==> src/rtl/div_unit.sv <==
// Multi-cycle radix-2 restoring divider for DIV/DIVU: one quotient bit per clock,
// result {remainder, quotient} held in END until the requester drops start_i.
module div_unit #(
  parameter int DATA_W = 32
) (
  input  logic                  clk,
  input  logic                  rst,
  input  logic                  signed_div_i,
  input  logic [DATA_W-1:0]     opdata1_i,
  input  logic [DATA_W-1:0]     opdata2_i,
  input  logic                  start_i,
  input  logic                  annul_i,
  output logic [2*DATA_W-1:0]   result_o,
  output logic                  ready_o
);

  localparam int CNT_W = $clog2(DATA_W + 1);
  localparam logic [CNT_W-1:0] LAST_STEP = CNT_W'(DATA_W - 1);

  typedef enum logic [1:0] {FREE, BYZERO, ON, END} state_t;

  state_t                state, state_nxt;
  logic [CNT_W-1:0]      cnt, cnt_nxt;
  logic [2*DATA_W:0]     work, work_nxt, step;
  logic [DATA_W-1:0]     dvsr, dvsr_nxt;
  logic                  neg_q, neg_q_nxt;
  logic                  neg_r, neg_r_nxt;
  logic [2*DATA_W-1:0]   result_nxt;
  logic                  ready_nxt;

  function automatic logic [DATA_W-1:0] magnitude(input logic [DATA_W-1:0] v,
                                                  input logic is_signed);
    return (is_signed && v[DATA_W-1]) ? -v : v;
  endfunction

  function automatic logic [DATA_W-1:0] neg_if(input logic [DATA_W-1:0] v,
                                               input logic neg);
    return neg ? -v : v;
  endfunction

  // Work register is {partial remainder (DATA_W+1), dividend/quotient (DATA_W)};
  // the trial subtraction uses one guard bit so its sign is the borrow.
  function automatic logic [2*DATA_W:0] restore_step(input logic [2*DATA_W:0] w,
                                                     input logic [DATA_W-1:0] d);
    logic [2*DATA_W:0] sh;
    logic [DATA_W+1:0] diff;
    sh   = {w[2*DATA_W-1:0], 1'b0};
    diff = {1'b0, sh[2*DATA_W:DATA_W]} - {2'b00, d};
    if (!diff[DATA_W+1])
      return {diff[DATA_W:0], sh[DATA_W-1:1], 1'b1};
    else
      return sh;
  endfunction

  always_comb begin
    state_nxt  = state;
    cnt_nxt    = cnt;
    work_nxt   = work;
    dvsr_nxt   = dvsr;
    neg_q_nxt  = neg_q;
    neg_r_nxt  = neg_r;
    result_nxt = result_o;
    ready_nxt  = ready_o;
    step       = restore_step(work, dvsr);
    case (state)
      FREE: begin
        ready_nxt  = 1'b0;
        result_nxt = '0;
        if (start_i && !annul_i) begin
          if (opdata2_i == '0) begin
            state_nxt = BYZERO;
          end else begin
            state_nxt = ON;
            cnt_nxt   = '0;
            work_nxt  = {{(DATA_W+1){1'b0}}, magnitude(opdata1_i, signed_div_i)};
            dvsr_nxt  = magnitude(opdata2_i, signed_div_i);
            neg_q_nxt = signed_div_i & (opdata1_i[DATA_W-1] ^ opdata2_i[DATA_W-1]);
            neg_r_nxt = signed_div_i & opdata1_i[DATA_W-1];
          end
        end
      end
      BYZERO: begin
        if (annul_i) begin
          state_nxt = FREE;
        end else begin
          state_nxt  = END;
          result_nxt = '0;
          ready_nxt  = 1'b1;
        end
      end
      ON: begin
        if (annul_i) begin
          state_nxt = FREE;
        end else begin
          work_nxt = step;
          cnt_nxt  = cnt + CNT_W'(1);
          // Last step lands straight in END with the sign fix-up applied.
          if (cnt == LAST_STEP) begin
            state_nxt  = END;
            ready_nxt  = 1'b1;
            result_nxt = {neg_if(step[2*DATA_W-1:DATA_W], neg_r),
                          neg_if(step[DATA_W-1:0], neg_q)};
          end
        end
      end
      END: begin
        if (!start_i || annul_i) begin
          state_nxt  = FREE;
          ready_nxt  = 1'b0;
          result_nxt = '0;
        end
      end
      default: state_nxt = FREE;
    endcase
  end

  always_ff @(posedge clk or posedge rst) begin
    if (rst) begin
      state    <= FREE;
      cnt      <= '0;
      work     <= '0;
      dvsr     <= '0;
      neg_q    <= 1'b0;
      neg_r    <= 1'b0;
      result_o <= '0;
      ready_o  <= 1'b0;
    end else begin
      state    <= state_nxt;
      cnt      <= cnt_nxt;
      work     <= work_nxt;
      dvsr     <= dvsr_nxt;
      neg_q    <= neg_q_nxt;
      neg_r    <= neg_r_nxt;
      result_o <= result_nxt;
      ready_o  <= ready_nxt;
    end
  end

endmodule

==> config.mk <==
export PLATFORM = sky130hd
export DESIGN_NAME = div_unit
export DESIGN_NICKNAME = d
export VERILOG_FILES = /design/src/rtl/div_unit.sv
export SDC_FILE = /design/constraint.sdc
export NUM_CORES = 1
export LEC_CHECK = 0
export BUFFER_PORTS_ARGS = -buffer_cell sky130_fd_sc_hd__buf_4
export CORE_ASPECT_RATIO = 0.8
export CORE_MARGIN = 2
export CORE_UTILIZATION = 54
export DETAILED_ROUTE_END_ITERATION = 8
export GPL_TIMING_DRIVEN = 0
export PLACE_DENSITY = 0.8
export SLEW_MARGIN = 25
export SYNTH_ARGS = -nofsm -noshare
export SYNTH_HDL_FRONTEND = slang
export SYNTH_SLANG_ARGS = --single-unit
==> constraint.sdc <==
create_clock -name clk -period 5 [get_ports clk]
set_input_delay 0.25 -clock clk [delete_from_list [all_inputs] [get_ports clk]]
set_output_delay 0.25 -clock clk [all_outputs]
set_load 0.01 [all_outputs]
==> metrics.md, run 1 <==
| Metric | Value |
|---|---|
| Setup total negative slack | 0 ps |
| Post-CTS clock slew at the launch and capture registers of the worst setup and hold paths | 70 ps |
| Overall die area | 0.02389 mm^2 |
| Post-layout total power | 7.948 mW |
| Cell taking the most area after synthesis | sky130_fd_sc_hd__dfrtp_1 |
| Type of the tightest min-delay check | primary input to register |
| Final count of hold timing violations | 0 |
| Source-to-sink clock delay at the later pin of the worst-skew pair | 450 ps |
| Starting density of the core | 54.68% |
| Total Wirelength | 40040 um |
| Number of register bits inferred by synthesis | 171 |
| Maximum count of clock buffers along a single path | 2 |
| DRC violations left | 0 |
| Post-synthesis share of cell area spent on full adders, half adders and majority gates | 4.458% |
| Number of flops mapped to enable cells by yosys | 0 |
| Crit path time final | 4757 ps |
| CTS H-tree lvls | 4 |
| Number of fill cells | 1955 |
| CP max-delay cell | sky130_fd_sc_hd__dfrtp_1 |
| Series of cell instances along the critical path | ha_1, a21oi_1, o21ai_2, a221oi_2, buf_4, a2111oi_4, o21ai_2, nand2_2, buf_6, nand2_1, o21ai_0, ha_2, nand2_1, or3_1, nor3_2, nand3_1, o31ai_2, nand4_1, buf_4, o41ai_2, xor2_1, o21ai_0 |
| 1st-iter DRT viols | 1365 |
| Synth unique cells | 81 |
| Post-Layout Inst Area | 0.01447 mm^2 |
| Synthesized-area fraction occupied by ao, oa, aoi and oai cells | 23.45% |
| Share of cells above drive strength 1 | 14.71% |
| Combined area of all synthesized cells | 0.01224 mm^2 |
| GR Overflow Total | 0 |
| Core Util, Final | 64.66% |
| Most instantiated flip-flop cell in the synthesis netlist | sky130_fd_sc_hd__dfrtp_1 |
| Dpl hpwl | 30730 um |
| TritonCTS clock tree | done |
| Post-detailed-route count of antenna-violating nets | 0 |
| Pin count of the biggest net entering global routing | 91 |
| CTS buffer count | 17 |
| Die Span Y | 138.6 um |
| Critical path arrival | 5070 ps |
| Via count | 12.45k |
| Required time worst endpoint | 5310 ps |
| Synthesized net count | 1650 |
| Root Buffer | sky130_fd_sc_hd__clkbuf_16 |
| Power density over cell area | 549.3 mW/mm^2 |
| Headroom to the max-slew limit | 30.20% |
| Num rows | 49 |
| Total area of multi-input combinational cells | 0.007490 mm^2 |
| Switching power total | 3.886 mW |
| Max Freq | 0.2102 GHz |
| Combinational Power Share | 54.8% |
| Worst slew pin tran | 1042 ps |
| Via count of the first global-routing pass | 11.51k |
| Number of antenna violations at the first check in global routing | 0 |
| Maximum net fanout on the critical path | 10 |
| Ranking of synthesized cells by area | sky130_fd_sc_hd__dfrtp_1 35%, sky130_fd_sc_hd__nand2_1 7.9%, sky130_fd_sc_hd__o21ai_0 7.3% |
| Max-cap check violation count | 0 |
| Post-placement worst setup slack | -1238 ps |
| Crit path capture type | register |
| Multiplexer share of the synthesized area | 1.421% |
| Count of buffers inserted at the top-level ports | 133 |
| Routability cong. | 0.9886 |
| Peak per-stage delay on the critical path | 480 ps |
| Instance area after placement | 0.01365 mm^2 |
| Post-synthesis to final-layout area growth | 18.25% |
| Startpoint Class | register |
| CTS sink cnt | 171 |
| Sw Share | 48.89% |
| Worst setup slack after layout | 243.3 ps |
| Main combinational cell family by area after synthesis | compound AO/OA/AOI/OAI gates |
| Core region area | 0.02238 mm^2 |
| Finish-stage setup viols | 0 |
| Cell-internal power | 4.062 mW |
| Count of synthesis-stage warnings from yosys | 0 |
| Antenna Cells | 0 |
| Layout net count | 1812 |
| Result of the run | complete, no violations |
| Synth Instances | 1538 |
| Leakage power total | 6.526 nW |
| Slew Viols, Final | 0 |
| Post-synthesis share of cell area spent on xor and xnor gates | 9.806% |
| Simple-gate area share of the yosys netlist | 21.16% |
| Die extent in x | 172.3 um |
| Syn avg cell area | 7.956 um^2 |
| Maximum VDD drop | 0.2786 mV |
| Number of placed I/O pins | 134 |
| Sequential Power Share | 28.1% |
| Sequential standard cell area | 0.004283 mm^2 |
| Sequential element share of the synthesized area | 34.97% |
| GRT Total Usage | 33.54% |
| Crit path kind | register to register |
| Final critical-path share of the clock period | 95.13% |
| Detailed-route vias per instance | 6.164 |
| Worst clock skew | 18.21 ps |
| Proportion of netlist area held by the largest area contributor | 34.97% |
| First-pass GRT wire length | 62520 um |
| Pre-antenna DRT Iters | 6 |
| Share of flip-flops with an asynchronous set or reset after synthesis | 100.0% |
| Wire length per cell | 19.83 um |
| Power share of the clock group | 17.1% |
-- synthesized netlist by cell type, types with 7 or more instances --
| cell | count |
|---|---|
| sky130_fd_sc_hd__a21oi_1 | 129 |
| sky130_fd_sc_hd__o31ai_1 | 49 |
| sky130_fd_sc_hd__nor2_1 | 124 |
| sky130_fd_sc_hd__dfrtp_1 | 171 |
| sky130_fd_sc_hd__mux2i_1 | 14 |
| sky130_fd_sc_hd__o211ai_1 | 7 |
| sky130_fd_sc_hd__nor3_1 | 25 |
| sky130_fd_sc_hd__nor3b_1 | 9 |
| sky130_fd_sc_hd__and3_1 | 8 |
| sky130_fd_sc_hd__or3_1 | 23 |
| sky130_fd_sc_hd__o41ai_1 | 12 |
| sky130_fd_sc_hd__nand4_1 | 10 |
| sky130_fd_sc_hd__xor2_1 | 80 |
| sky130_fd_sc_hd__nor4_1 | 13 |
| sky130_fd_sc_hd__clkbuf_1 | 55 |
| sky130_fd_sc_hd__nor2b_1 | 7 |
| sky130_fd_sc_hd__a211oi_1 | 12 |
| sky130_fd_sc_hd__o21ai_0 | 179 |
| sky130_fd_sc_hd__o21a_1 | 11 |
| sky130_fd_sc_hd__nand3_1 | 35 |
| sky130_fd_sc_hd__a31oi_1 | 9 |
| sky130_fd_sc_hd__a21o_1 | 8 |
| sky130_fd_sc_hd__buf_2 | 12 |
| sky130_fd_sc_hd__ha_1 | 42 |
| sky130_fd_sc_hd__nand2_1 | 258 |
| sky130_fd_sc_hd__buf_1 | 7 |
| sky130_fd_sc_hd__xnor2_1 | 57 |
| sky130_fd_sc_hd__or4_1 | 11 |
| sky130_fd_sc_hd__inv_1 | 61 |
-- metal layers --
layer / track usage (%) / vias to the layer above / part of all wire [%]
li1: - / 5770 / -
met1: 50.58 / 5969 / 45
met2: 47.62 / 623 / 43
met3: 7.877 / 83 / 9.6
met4: 10.13 / 0 / 2.5
met5: 0 / - / 0
-- what timing repair did --
item,in CTS,in global routing
resized for setup,18,27
hold buffers,1,0
hold endpoints to repair,81,0
endpoints found under the setup margin,20,12
pin swaps,2,5
setup buffers,8,4
-- power groups by stage --
stage,logic (mW),clock network (mW),registers (mW)
6_report,4.36,1.36,2.23
5_1_grt,4.74,1.41,2.29
4_1_cts,4.22,1.35,2.22
3_5_place_dp,4.09,0,2.24
3_3_place_gp,3.98,0,2.22
2_1_floorplan,2.63,0,2.23
-- path summary, 6_finish.rpt --
kind	slack [ps]	depth (start not counted)	to	start
max reg2reg	240	22	result_o[60]$_DFFE_PP0P_	work[37]$_DFFE_PP0P_
min reg2reg	480	2	result_o[18]$_DFFE_PP0P_	result_o[18]$_DFFE_PP0P_
min in group asynchronous	430	3	result_o[17]$_DFFE_PP0P_	rst
min	110	4	dvsr[27]$_DFFE_PP0P_	opdata2_i[27]
max in group asynchronous	3710	4	work[59]$_DFFE_PP0P_	rst
max	240	22	result_o[60]$_DFFE_PP0P_	work[37]$_DFFE_PP0P_
-- sequential cells by signal, indices dropped and copies added (netlist names) --
signal,flops
state,2
cnt,6
neg_q,1
work,64
ready_o,1
result_o,64
dvsr,32
neg_r,1
-- cell type report --
class,instances,area share [%]
plain buffers,76,2.499
clock buffers,18,2.966
clock inverters,14,1.089
inverters,62,1.660
multi-input cells,1225,51.76
flip-flops and latches,171,29.60
well taps,306,2.646
repair buffers,147,7.782
-- cell usage in the layout (no fill, tap or decap), types with 7 or more instances in the layout --
| cell | count |
|---|---|
| sky130_fd_sc_hd__nand2_1 | 257 |
| sky130_fd_sc_hd__o21ai_0 | 175 |
| sky130_fd_sc_hd__dfrtp_1 | 168 |
| sky130_fd_sc_hd__buf_4 | 145 |
| sky130_fd_sc_hd__a21oi_1 | 126 |
| sky130_fd_sc_hd__nor2_1 | 123 |
| sky130_fd_sc_hd__xor2_1 | 80 |
| sky130_fd_sc_hd__inv_1 | 60 |
| sky130_fd_sc_hd__xnor2_1 | 57 |
| sky130_fd_sc_hd__clkbuf_1 | 51 |
| sky130_fd_sc_hd__o31ai_1 | 47 |
| sky130_fd_sc_hd__ha_1 | 38 |
| sky130_fd_sc_hd__nand3_1 | 35 |
| sky130_fd_sc_hd__nor3_1 | 24 |
| sky130_fd_sc_hd__or3_1 | 23 |
| sky130_fd_sc_hd__clkbuf_16 | 17 |
| sky130_fd_sc_hd__mux2i_1 | 14 |
| sky130_fd_sc_hd__a211oi_1 | 12 |
| sky130_fd_sc_hd__nor4_1 | 12 |
| sky130_fd_sc_hd__buf_2 | 12 |
| sky130_fd_sc_hd__o21a_1 | 11 |
| sky130_fd_sc_hd__or4_1 | 11 |
| sky130_fd_sc_hd__nand4_1 | 10 |
| sky130_fd_sc_hd__o41ai_1 | 10 |
| sky130_fd_sc_hd__a31oi_1 | 9 |
| sky130_fd_sc_hd__a21o_1 | 8 |
| sky130_fd_sc_hd__nor3b_1 | 8 |
| sky130_fd_sc_hd__and3_1 | 8 |
| sky130_fd_sc_hd__o211ai_1 | 7 |
| sky130_fd_sc_hd__nor2b_1 | 7 |
-- critical path, delay by kind of cell (launching register included) --
kind	cells	cell delay [ps]
AO/OA/AOI/OAI	9	1580
XOR/XNOR	1	210
adder cells (fa/ha/maj)	2	640
buffers and inverters	3	550
flip-flops	1	480
AND/OR/NAND/NOR	7	1160
-- through the flow --
step	std cells	hold WS [ps]
after floorplan	1538	403.6
after CTS	2018	101.4
final	2019	109.4
after global routing	2019	132.0
after detailed placement	1978	363.8
after global placement	1977	462.9
-- logic make-up (layout without fill, tap and decap cells) --
| family | after synthesis | count (layout) |
|---|---|---|
| muxes | 17 | 17 |
| buffers and inverters | 142 | 317 |
| xor gates and xnor gates | 137 | 137 |
| adders and majority gates | 43 | 43 |
| DFF | 171 | 171 |
| and+or+nand+nor | 561 | 561 |
| AOI/OAI and AO/OA | 467 | 467 |
Note: power is estimated with default switching activity, not from simulation.
==> run 2: changes to the inputs <==
--- a/config.mk
+++ b/config.mk
@@ -6,7 +6,7 @@
 export NUM_CORES = 1
 export LEC_CHECK = 0
 export BUFFER_PORTS_ARGS = -buffer_cell sky130_fd_sc_hd__buf_4
-export CORE_ASPECT_RATIO = 0.8
+export CORE_ASPECT_RATIO = 1.2
 export CORE_MARGIN = 2
 export CORE_UTILIZATION = 54
 export DETAILED_ROUTE_END_ITERATION = 8
==> run 2 against run 1 <==
First-iteration DRC count fell by 27%. Count of clock-buffer cells in the layout rose by 1. Core utilization barely moved. Flip-flop and latch count did not move. Sequential share of layout area barely moved.
==> metrics.md, run 2 (synthesized netlist as in run 1, its figures left out) <==
| Metric | Value |
|---|---|
| Result of the run | complete, no violations (unchanged) |
| Source-to-sink clock delay at the later pin of the worst-skew pair | 450 ps (about the same) |
| Startpoint of the worst-slack reg-to-reg timing path | work[43]$_DFFE_PP0P_ (was work[37]$_DFFE_PP0P_) |
| Cell-internal power | 4.156 mW (was 4.062 mW) |
| Root Buffer | sky130_fd_sc_hd__clkbuf_16 (unchanged) |
| Required time worst endpoint | 5300 ps (was 5310 ps) |
| Crit path kind | register to register (unchanged) |
| Total Wirelength | 39250 um (was 40040 um) |
| Power density over cell area | 548.2 mW/mm^2 (was 549.3 mW/mm^2) |
| Post-synthesis to final-layout area growth | 18.30% (was 18.25%) |
| Number of placed I/O pins | 134 (unchanged) |
| Via count of the first global-routing pass | 11.86k (was 11.51k) |
| Start point of the worst hold path | opdata2_i[29] (was opdata2_i[27]) |
| Maximum net fanout on the critical path | 10 (unchanged) |
| Layout net count | 1810 (was 1812) |
| Pin count of the biggest net entering global routing | 89 (was 91) |
| Post-CTS clock slew at the launch and capture registers of the worst setup and hold paths | 70 ps (about the same) |
| Peak per-stage delay on the critical path | 470 ps (was 480 ps) |
| Maximum count of clock buffers along a single path | 2 (unchanged) |
| Minimum setup slack among reg-to-reg paths | 220 ps (was 240 ps) |
| Power share of the clock group | 17.8% (was 17.1%) |
| Number of buffer and inverter instances along the worst setup path | 5 (was 3) |
| Hold path cells | 4 (unchanged) |
| GRT Total Usage | 32.96% (was 33.54%) |
| Number of antenna violations at the first check in global routing | 0 (unchanged) |
| Leakage power total | 6.532 nW (was 6.526 nW) |
| Starting density of the core | 54.70% (was 54.68%) |
| DRC violations left | 0 (unchanged) |
| Post-detailed-route count of antenna-violating nets | 0 (unchanged) |
| Slew Viols, Final | 0 (unchanged) |
| Dpl hpwl | 30170 um (was 30730 um) |
| GR Overflow Total | 0 (unchanged) |
| Combinational Power Share | 53.8% (was 54.8%) |
| Most common cell after layout, fill and taps aside | sky130_fd_sc_hd__nand2_1 (unchanged) |
| Antenna Cells | 0 (unchanged) |
| Die Span Y | 168.9 um (was 138.6 um) |
| Critical path arrival | 5080 ps (was 5070 ps) |
| Final count of hold timing violations | 0 (unchanged) |
| Share of cells above drive strength 1 | 14.68% (was 14.71%) |
| Worst setup slack after layout | 220.5 ps (was 243.3 ps) |
| Pre-antenna DRT Iters | 5 (was 6) |
| CP max-delay cell | sky130_fd_sc_hd__dfrtp_2 (was sky130_fd_sc_hd__dfrtp_1) |
| 1st-iter DRT viols | 992 (was 1365) |
| Top library cells by usage in the layout, fill and taps aside | 258 x sky130_fd_sc_hd__nand2_1, 174 x sky130_fd_sc_hd__o21ai_0, 169 x sky130_fd_sc_hd__dfrtp_1 (was 257 x sky130_fd_sc_hd__nand2_1, 175 x sky130_fd_sc_hd__o21ai_0, 168 x sky130_fd_sc_hd__dfrtp_1) |
| Worst clock skew | 12.65 ps (was 18.21 ps) |
| Via count | 12.22k (was 12.45k) |
| Overall die area | 0.02389 mm^2 (about the same) |
| Final critical-path share of the clock period | 95.59% (was 95.13%) |
| End of the worst hold path | dvsr[29]$_DFFE_PP0P_ (was dvsr[27]$_DFFE_PP0P_) |
| Switching power total | 3.780 mW (was 3.886 mW) |
| Largest registers | result_o (64), work (64), dvsr (32) (unchanged) |
| RSZ-0062 raised after global routing | no |
| Core region area | 0.02237 mm^2 (was 0.02238 mm^2) |
| CTS buffer count | 17 (unchanged) |
| CTS sink cnt | 171 (unchanged) |
| Max-cap check violation count | 0 (unchanged) |
| Worst reg2reg endpoint | result_o[60]$_DFFE_PP0P_ (unchanged) |
| Startpoint Class | register (unchanged) |
| Type of the tightest min-delay check | primary input to register (unchanged) |
| TritonCTS clock tree | done (unchanged) |
| Num rows | 60 (was 49) |
| Crit path capture type | register (unchanged) |
| Post-placement worst setup slack | -1367 ps (was -1238 ps) |
| Headroom to the max-slew limit | 36.75% (was 30.20%) |
| Routability cong. | 0.9337 (was 0.9886) |
| Max Freq | 0.2092 GHz (was 0.2102 GHz) |
| Finish-stage setup viols | 0 (unchanged) |
| Worst slew pin tran | 940.1 ps (was 1042 ps) |
| First-pass GRT wire length | 61820 um (was 62520 um) |
| Post-layout total power | 7.936 mW (was 7.948 mW) |
| Top cell family by delay on the critical path | simple AND/OR/NAND/NOR gates (was compound AO/OA/AOI/OAI gates) |
| Crit path time final | 4779 ps (was 4757 ps) |
| Sw Share | 47.63% (was 48.89%) |
| Sequential Power Share | 28.4% (was 28.1%) |
| Most numerous cell on the critical path | sky130_fd_sc_hd__nand2_1 |
| Maximum VDD drop | 0.3267 mV (was 0.2786 mV) |
| Wire length per cell | 19.73 um (was 19.83 um) |
| CTS H-tree lvls | 4 (unchanged) |
| Count of buffers inserted at the top-level ports | 133 (unchanged) |
| Count of cells along the worst register-to-register path | 24 (was 22) |
| Die extent in x | 141.4 um (was 172.3 um) |
| Detailed-route vias per instance | 6.142 (was 6.164) |
| Series of cell instances along the critical path | ha_1, buf_2, nand2_1, nor2_4, a221oi_2, buf_4, a2111oi_4, o21ai_2, nand2_2, buf_8, buf_8, nand2_1, o21ai_2, ha_2, nand2_1, or3_4, nor3_2, nand3_1, o31ai_1, nand4_1, buf_4, o41ai_4, xor2_1, o21ai_0 (was ha_1, a21oi_1, o21ai_2, a221oi_2, buf_4, a2111oi_4, o21ai_2, nand2_2, buf_6, nand2_1, o21ai_0, ha_2, nand2_1, or3_1, nor3_2, nand3_1, o31ai_2, nand4_1, buf_4, o41ai_2, xor2_1, o21ai_0) |
==> run 2: power by group through the flow <==
stage | Combinational [mW] | Sequential (mW) | Clock, mW
final | 4.27 | 2.25 | 1.41
after global routing | 4.67 | 2.31 | 1.46
after CTS | 4.13 | 2.24 | 1.41
after detailed placement | 4.04 | 2.26 | 0
after global placement | 3.97 | 2.25 | 0
after floorplan | 2.63 | 2.23 | 0
==> run 2: timing repair <==
| item | 4_1_cts | 5_1_grt |
|---|---|---|
| setup endpoints to repair | 19 | 12 |
| gates resized for setup | 20 | 27 |
| buffers inserted | 7 | 3 |
| endpoints found under the hold margin | 83 | 0 |
| pin swaps | 2 | 4 |
| hold buffers | 1 | 0 |
==> run 2: worst min-delay path, cell delays in order <==
cell and delay, ps:
sky130_fd_sc_hd__buf_4 90, sky130_fd_sc_hd__xor2_1 60, sky130_fd_sc_hd__nor2_1 80, sky130_fd_sc_hd__a21oi_1 40
==> run 2: per-layer routing <==
metal  up-vias  wire [um]  track usage, %
met5         -          0               0
met4         0       2036           16.61
met3       130       2683           5.431
met2       580      19170           56.18
met1      5758      15350           40.36
li1       5749          -               -
==> run 2: through the flow <==
| step | hold slack [ps] | setup TNS, ps | std cells | area, um^2 | utilization, % |
|---|---|---|---|---|---|
| after global placement | 465.6 | -323990 | 1950 | 13580 | 60.72 |
| after CTS | 110.2 | 0 | 1988 | 14350 | 64.14 |
| after global routing | 128.1 | 0 | 1989 | 14480 | 64.71 |
| after floorplan | 403.6 | 0 | 1538 | 12240 | - |
| final | 113.8 | 0 | 1989 | 14480 | 64.71 |
| after detailed placement | 386.2 | -12110 | 1951 | 13620 | 60.88 |
==> run 2: worst max-delay path by stage <==
stage / slack (ps) / to / depth (start not counted) / start
after global routing: 20 / result_o[60]$_DFFE_PP0P_ / 24 / work[41]$_DFFE_PP0P_
after detailed placement: -1370 / result_o[60]$_DFFE_PP0P_ / 21 / work[47]$_DFFE_PP0P_
final: 220 / result_o[60]$_DFFE_PP0P_ / 24 / work[43]$_DFFE_PP0P_
after global placement: -1850 / state[1]$_DFFE_PP0P_ / 2 / rst
after floorplan: 70 / result_o[60]$_DFFE_PP0P_ / 21 / work[35]$_DFFE_PP0P_
after CTS: 5 / result_o[60]$_DFFE_PP0P_ / 22 / work[34]$_DFFE_PP0P_
==> run 2: area by class of cell <==
cell class / instances / area (um^2)
Clock buffer: 19 / 452.9
Tap cell: 279 / 349.1
Buffer: 76 / 362.8
Multi-Input combinational cell: 1225 / 7521
Fill cell: 1970 / 7895
Clock inverter: 12 / 157.7
Sequential cell: 171 / 4282
Timing Repair Buffer: 145 / 1111
Inverter: 62 / 240.2
